**src/rtl/decoder_proj_seq_if.sv**
```systemverilog
// decoder_proj_seq_if: groups the pad input and decoded outputs of decoder_proj_seq.
//
// Signals:
//   io_in      pad vector: [CODE_W-1:0] code, [CODE_W] en, [CODE_W+1] clr, [CODE_W+2] parity
//   dec_out    latched one-hot decode of the last accepted code (2**CODE_W bits)
//   dec_valid  one-cycle pulse per accept
//   err        sticky parity error
//   hit_cnt    saturating count of good accepts
//   state_o    FSM state encoding for observability
//
// Modports: slave (the decoder), master (whatever drives the pads and consumes the outputs).
interface decoder_proj_seq_if #(
    parameter int unsigned IN_W   = 7,
    parameter int unsigned CODE_W = 4,
    parameter int unsigned CNT_W  = 8
);
    logic [IN_W-1:0]        io_in;
    logic [(2**CODE_W)-1:0] dec_out;
    logic                   dec_valid;
    logic                   err;
    logic [CNT_W-1:0]       hit_cnt;
    logic [1:0]             state_o;

    modport slave (
        input  io_in,
        output dec_out,
        output dec_valid,
        output err,
        output hit_cnt,
        output state_o
    );

    modport master (
        output io_in,
        input  dec_out,
        input  dec_valid,
        input  err,
        input  hit_cnt,
        input  state_o
    );
endinterface

```
**src/rtl/decoder_proj_seq.sv**
```systemverilog
// decoder_proj_seq: sequential one-hot code decoder behind the user-project io_in pads.
//
// io_in is double-flop synchronised, filtered until it has been stable for STABLE_CYC
// samples, then accepted exactly once per stable vector. A good accept latches a one-hot
// decode, pulses dec_valid and bumps a saturating hit counter; a bad-parity accept pulses
// dec_valid and sets a sticky error instead. A synchronised clr bit clears the results.
//
// Ports:
//   clock  single system clock, rising edge
//   reset  synchronous, active-high reset
//   bus    decoder_proj_seq_if.slave (io_in in; dec_out, dec_valid, err, hit_cnt, state_o out)
//
// Optional feature macro: DECODER_PROJ_PARITY_EN
//   defined   -> parity bit is checked; a mismatch sets err and suppresses the decode
//   undefined -> parity bit is ignored, every accept is good, err is tied 0
module decoder_proj_seq #(
    parameter int unsigned IN_W       = 7,
    parameter int unsigned CODE_W     = 4,
    parameter int unsigned STABLE_CYC = 3,
    parameter int unsigned CNT_W      = 8
) (
    input logic              clock,
    input logic              reset,
    decoder_proj_seq_if.slave bus
);

    localparam int unsigned DEC_W  = 2**CODE_W;
    localparam int unsigned STAB_W = (STABLE_CYC > 1) ? $clog2(STABLE_CYC) : 1;
    localparam logic [STAB_W-1:0] STAB_MAX = STAB_W'(STABLE_CYC - 1);

    typedef enum logic [1:0] {
        StIdle   = 2'b00,
        StSettle = 2'b01,
        StAccept = 2'b10,
        StHold   = 2'b11
    } state_e;

    logic [IN_W-1:0]   sync1_q, sync2_q, prev_q;
    logic [STAB_W-1:0] stab_q, stab_d;
    state_e            state_q, state_d;
    logic [DEC_W-1:0]  dec_q, dec_d;
    logic              valid_q, valid_d;
    logic [CNT_W-1:0]  hit_q, hit_d;

    logic              changed;
    logic              en;
    logic              clr;
    logic [CODE_W-1:0] acc_code;
    logic              par_ok;

    assign changed = (sync2_q != prev_q);
    assign en      = sync2_q[CODE_W];
    assign clr     = sync2_q[CODE_W+1];

    // In the ACCEPT cycle prev_q still holds the vector that passed the stability filter,
    // so the accept uses it even if a new value is just arriving in sync2_q.
    assign acc_code = prev_q[CODE_W-1:0];

`ifdef DECODER_PROJ_PARITY_EN
    logic err_q, err_d;
    // Even parity over code plus parity bit.
    assign par_ok  = (prev_q[CODE_W+2] == ^acc_code);
    assign bus.err = err_q;
`else
    assign par_ok  = 1'b1;
    assign bus.err = 1'b0;
`endif

    // Stability counter: restarts on any change, saturates at STABLE_CYC-1.
    always_comb begin
        stab_d = stab_q;
        if (changed) begin
            stab_d = '0;
        end else if (stab_q != STAB_MAX) begin
            stab_d = stab_q + STAB_W'(1);
        end
    end

    always_comb begin
        state_d = state_q;
        dec_d   = dec_q;
        valid_d = 1'b0;
        hit_d   = hit_q;
`ifdef DECODER_PROJ_PARITY_EN
        err_d   = err_q;
`endif
        if (clr) begin
            // Level-sensitive clear wins over any accept in the same cycle.
            state_d = StIdle;
            dec_d   = '0;
            hit_d   = '0;
`ifdef DECODER_PROJ_PARITY_EN
            err_d   = 1'b0;
`endif
        end else begin
            unique case (state_q)
                StIdle: begin
                    if (en && !changed) begin
                        state_d = StSettle;
                    end
                end
                StSettle: begin
                    if (changed || !en) begin
                        state_d = StIdle;
                    end else if (stab_q == STAB_MAX) begin
                        state_d = StAccept;
                    end
                end
                StAccept: begin
                    valid_d = 1'b1;
                    if (par_ok) begin
                        dec_d           = '0;
                        dec_d[acc_code] = 1'b1;
                        if (hit_q != '1) begin
                            hit_d = hit_q + CNT_W'(1);
                        end
                    end else begin
`ifdef DECODER_PROJ_PARITY_EN
                        err_d = 1'b1;
`endif
                    end
                    // A change landing during the accept cycle must still re-arm.
                    state_d = changed ? StIdle : StHold;
                end
                StHold: begin
                    if (changed) begin
                        state_d = StIdle;
                    end
                end
                default: state_d = StIdle;
            endcase
        end
    end

    always_ff @(posedge clock) begin
        if (reset) begin
            sync1_q <= '0;
            sync2_q <= '0;
            prev_q  <= '0;
            stab_q  <= '0;
            state_q <= StIdle;
            dec_q   <= '0;
            valid_q <= 1'b0;
            hit_q   <= '0;
`ifdef DECODER_PROJ_PARITY_EN
            err_q   <= 1'b0;
`endif
        end else begin
            sync1_q <= bus.io_in;
            sync2_q <= sync1_q;
            prev_q  <= sync2_q;
            stab_q  <= stab_d;
            state_q <= state_d;
            dec_q   <= dec_d;
            valid_q <= valid_d;
            hit_q   <= hit_d;
`ifdef DECODER_PROJ_PARITY_EN
            err_q   <= err_d;
`endif
        end
    end

    assign bus.dec_out   = dec_q;
    assign bus.dec_valid = valid_q;
    assign bus.hit_cnt   = hit_q;
    assign bus.state_o   = state_q;

endmodule
```
**src/flat_wrapper.sv**
```systemverilog
// flat-port wrapper written by rule: the top's interface ports become plain ports
module decoder_proj_seq_flat 
#(
    parameter int unsigned IN_W       = 7,
    parameter int unsigned CODE_W     = 4,
    parameter int unsigned STABLE_CYC = 3,
    parameter int unsigned CNT_W      = 8
)
  (clock, reset, bus_io_in, bus_dec_out, bus_dec_valid, bus_err, bus_hit_cnt, bus_state_o);
  decoder_proj_seq_if #(.IN_W(IN_W), .CODE_W(CODE_W), .CNT_W(CNT_W)) bus_i ();
  input logic clock;
  input logic reset;
  input wire logic [$bits(bus_i.io_in)-1:0] bus_io_in;
  output wire logic [$bits(bus_i.dec_out)-1:0] bus_dec_out;
  output wire logic [$bits(bus_i.dec_valid)-1:0] bus_dec_valid;
  output wire logic [$bits(bus_i.err)-1:0] bus_err;
  output wire logic [$bits(bus_i.hit_cnt)-1:0] bus_hit_cnt;
  output wire logic [$bits(bus_i.state_o)-1:0] bus_state_o;
  assign bus_i.io_in = bus_io_in;
  assign bus_dec_out = bus_i.dec_out;
  assign bus_dec_valid = bus_i.dec_valid;
  assign bus_err = bus_i.err;
  assign bus_hit_cnt = bus_i.hit_cnt;
  assign bus_state_o = bus_i.state_o;
  decoder_proj_seq #(.IN_W(IN_W), .CODE_W(CODE_W), .STABLE_CYC(STABLE_CYC), .CNT_W(CNT_W)) u_core (.clock(clock), .reset(reset), .bus(bus_i));
endmodule
```
**config.mk**
```make
export PLATFORM = sky130hd
export DESIGN_NAME = decoder_proj_seq_flat
export DESIGN_NICKNAME = d
export VERILOG_FILES = /design/src/rtl/decoder_proj_seq_if.sv /design/src/rtl/decoder_proj_seq.sv /design/src/flat_wrapper.sv
export SDC_FILE = /design/constraint.sdc
export NUM_CORES = 1
export LEC_CHECK = 0
export ABC_AREA = 1
export CORE_UTILIZATION = 31
export CTS_BUF_LIST = sky130_fd_sc_hd__clkbuf_4 sky130_fd_sc_hd__clkbuf_8
export DETAILED_ROUTE_END_ITERATION = 10
export PLACE_DENSITY = 0.58
export SYNTH_ARGS = -nofsm -noshare
export SYNTH_HDL_FRONTEND = slang
export SYNTH_SLANG_ARGS = --single-unit
```
**constraint.sdc**
```tcl
create_clock -name clock -period 1.9 [get_ports clock]
set_clock_uncertainty 0.05 [all_clocks]
set_input_delay 0.285 -clock clock [delete_from_list [all_inputs] [get_ports clock]]
set_output_delay 0.285 -clock clock [all_outputs]
set_load 0.005 [all_outputs]
```
==> flow_summary.yaml, run 1 <==
global_routing:
  grt_pass1_vias: 1588
  grt_pass1_wl_um: 6610
  grt_overflow_total: 0
  antenna_found_initial: 0
  track_usage_pct: 12.99
  grt_max_degree: 23
worst_hold_path:
  hold_class: "reg2reg"
  holdPathEnd: "u_core.sync2_q[5]"
  hold_start: "u_core.sync1_q[5]"
  whs_path_depth: 2
critical_path:
  critPathLaunchType: "flip-flop"
  r2r_end: "u_core.bus.hit_cnt[7]"
  ff2ff_path_depth: 9
  worst-path-buf-inv: 0
  r2r_slack_ns: 0.25
  cp-end-kind: "flip-flop"
  path_max_fanout: 5
  path_delay_family: "simple AND/OR/NAND/NOR gates"
  worstSetupPathType: "reg2reg"
  crit_required_ns: 2.05
  crit_arrival_ns: 1.79
  r2r_start: "u_core.bus.hit_cnt[0]"
  cp_cell_sequence: "ha_1, nand3_1, nor2_1, nand2_1, nand2_1, nor2_1, nand2_1, o21ai_0, nor2_1"
  cpMaxStageDelayCell: "dfxtp_1"
  critPathLaunch: "u_core.bus.hit_cnt[0]"
  cp_slowest_stage_delay_ns: 0.36
placed_design:
  portBuffers: 35
  gp_congestion: 0.7480
  dp.cells: 381
  dp_hpwl_um: 2769
  place_area_um2: 2415
cells_and_area:
  final_cell_mix: "nand2_1 (68), dfxtp_1 (50), nor2_1 (47), inv_1 (39), clkdlybuf4s50_1 (35)"
  regArea_um2: 1001
  final_common_cell: "nand2_1"
  nNetsFinal: 324
  design_area_um2: 2529
  finalNonFillerCells: 389
  area_growth_pct: 27.99
  antenna_cells: 0
  multi_input_area_um2: 782.0
  drive_gt1_share_pct: 6.688
  fill_cells: 639
timing:
  hold_viol_final: 0
  final-max-slew-violation-count: 0
  period_share_pct: 86.65
  tns_ns: 0
  max_freq_mhz: 607.4
  setup_violations: 0
  finalCriticalPeriod_ns: 1.646
  grt_setup_unrepaired: "no"
  hold_slack_ns: 0.3574
power:
  powerDensity_nw_per_um2: 804.4
  ir_drop_uv: 394.8
  power.leakage_nw: 1.024
  p_total_mw: 2.034
routing:
  vias: 1638
  viasPerCell: 4.211
  avgRoutedWirePerCell_um: 9.666
  firstDrtPassIters: 4
  final_antenna_net_count: 0
  drc: 0
  drt-initial-drc-count: 50
  wl_um: 3760
cts:
  cts_resized: 0
  path_clk_slew_ns: 0.09
  cts_sinks: 50
  clkLatencyLatePin_ns: 0.30
  clockBufferDepth: 2
  postCtsSetupBuffers: 0
  cts-root-buf: "clkbuf_8"
  cts_buffers: 5
  htreeDepth: 2
  cts_hold_buf: 0
  cts_tree: "built"
synthesis:
  synthesis.nets: 285
  yosysSeqAreaShare_pct: 50.66
  synth_cell_types: 21
  syn_avg_cell_area_um2: 7.210
  yosys_warnings: 0
  ys_seq_elements: 50
  synth.area.top_cells: "dfxtp_1 (51%), nand2_1 (13%), nor2_1 (8.9%)"
  syn_area_um2: 1976
  synthCells: 274
  yosysTopAreaCell: "dfxtp_1"
  synth_top_area_share_pct: 50.66
status:
  outcome: "finished, final reports clean"
job:
  cap_viol_max_count: 0
floorplan:
  io_pins: 37
  dieArea_um2: 6696
  core_um2: 6026
  die_h_um: 81.83
  initial_core_util_pct: 32.79
  die-width_um: 81.83
  rows: 28
## area by class of cell
cell class,count,area share [%]
multi-input cells,174,30.93
repair buffers,38,14.75
flip-flops and latches,50,39.58
well taps,75,3.711
clock buffers,5,2.721
clock inverters,3,1.781
inverters,44,6.531
## per-layer routing
layer  wire length, um  vias to the layer above  GRT usage, %
met4                64                        0         6.316
met5                 0                        -             0
met1              1854                      695         15.27
met3               195                        5         3.778
li1                  -                      905             -
met2              1646                       33         21.49
## cells in the mapped netlist
master    count
nor3_1        3
nor2_4        2
xnor2_1       2
a31oi_1       1
nor2_1       47
nand3_1      14
xor2_1        2
nand2_1      68
dfxtp_1      50
inv_1        39
clkbuf_1      4
buf_2         1
conb_1        1
inv_2         4
clkinv_1      1
nand3_2       2
ha_1          2
nor2_2        2
o21ai_0       6
buf_4         1
a21oi_1      22
## state kept, by name, indices dropped and copies added, names as in the netlist
name	count
u_core.sync1_q	7
u_core.sync2_q	7
u_core.bus.state_o	2
u_core.bus.dec_valid	1
u_core.prev_q	7
u_core.stab_q	2
u_core.bus.dec_out	16
u_core.bus.hit_cnt	8
## kinds of logic after synthesis
| logic type | synth area share [%] |
|---|---|
| flip-flops | 50.66 |
| other | 0.1898 |
| AO/OA/AOI/OAI | 7.410 |
| buffers and inverters | 9.752 |
| adder cells (fa/ha/maj) | 1.266 |
| AND/OR/NAND/NOR | 28.94 |
| XOR/XNOR | 1.774 |
## stage by stage
stage | setup WS, ns | util (%)
floorplan | 0.4596 | -
global placement | 0.2576 | 40.07
detailed placement | 0.2736 | 40.07
CTS | 0.2581 | 41.96
global route | 0.06333 | 41.96
finish | 0.2537 | 41.96
## how the worst max path moves through the flow
stage                       endpoint  slack, ns  depth (start not counted)
5_1_grt        u_core.bus.hit_cnt[7]       0.06                          9
3_3_place_gp   u_core.bus.hit_cnt[7]       0.26                          9
2_1_floorplan  u_core.bus.hit_cnt[7]       0.46                          9
3_5_place_dp   u_core.bus.hit_cnt[7]       0.27                          9
6_report       u_core.bus.hit_cnt[7]       0.25                          9
4_1_cts        u_core.bus.hit_cnt[7]       0.26                          9
## report_power, final
part / internal (mW) / switching, mW
Sequential: 1.08 / 0.0222
Combinational: 0.0799 / 0.111
Clock: 0.392 / 0.352
## worst register-to-register path, delay by kind of cell, from the launching register on
| kind | cells | cell delay (ns) |
|---|---|---|
| compound gates | 1 | 0.18 |
| fa+ha+maj | 1 | 0.24 |
| flops | 1 | 0.36 |
| simple gates | 7 | 0.73 |
(Power assumes the default switching activity.)
==> inputs of run 2 (changes only) <==
--- a/config.mk
+++ b/config.mk
@@ -6,9 +6,11 @@
 export NUM_CORES = 1
 export LEC_CHECK = 0
 export ABC_AREA = 1
+export CAP_MARGIN = 5
 export CORE_UTILIZATION = 31
 export CTS_BUF_LIST = sky130_fd_sc_hd__clkbuf_4 sky130_fd_sc_hd__clkbuf_8
 export DETAILED_ROUTE_END_ITERATION = 10
+export HOLD_SLACK_MARGIN = 0.12
 export PLACE_DENSITY = 0.58
 export SYNTH_ARGS = -nofsm -noshare
 export SYNTH_HDL_FRONTEND = slang
==> results of run 2 <==
No change in the layout: final DEF, timing and power equal those of run 1.
==> inputs of run 3 (changes only) <==
--- a/config.mk
+++ b/config.mk
@@ -9,6 +9,7 @@
 export CAP_MARGIN = 5
 export CORE_UTILIZATION = 31
 export CTS_BUF_LIST = sky130_fd_sc_hd__clkbuf_4 sky130_fd_sc_hd__clkbuf_8
+export CTS_CLUSTER_DIAMETER = 100
 export DETAILED_ROUTE_END_ITERATION = 10
 export HOLD_SLACK_MARGIN = 0.12
 export PLACE_DENSITY = 0.58
==> results of run 3 <==
No change in the layout: final DEF, timing and power equal those of run 1.
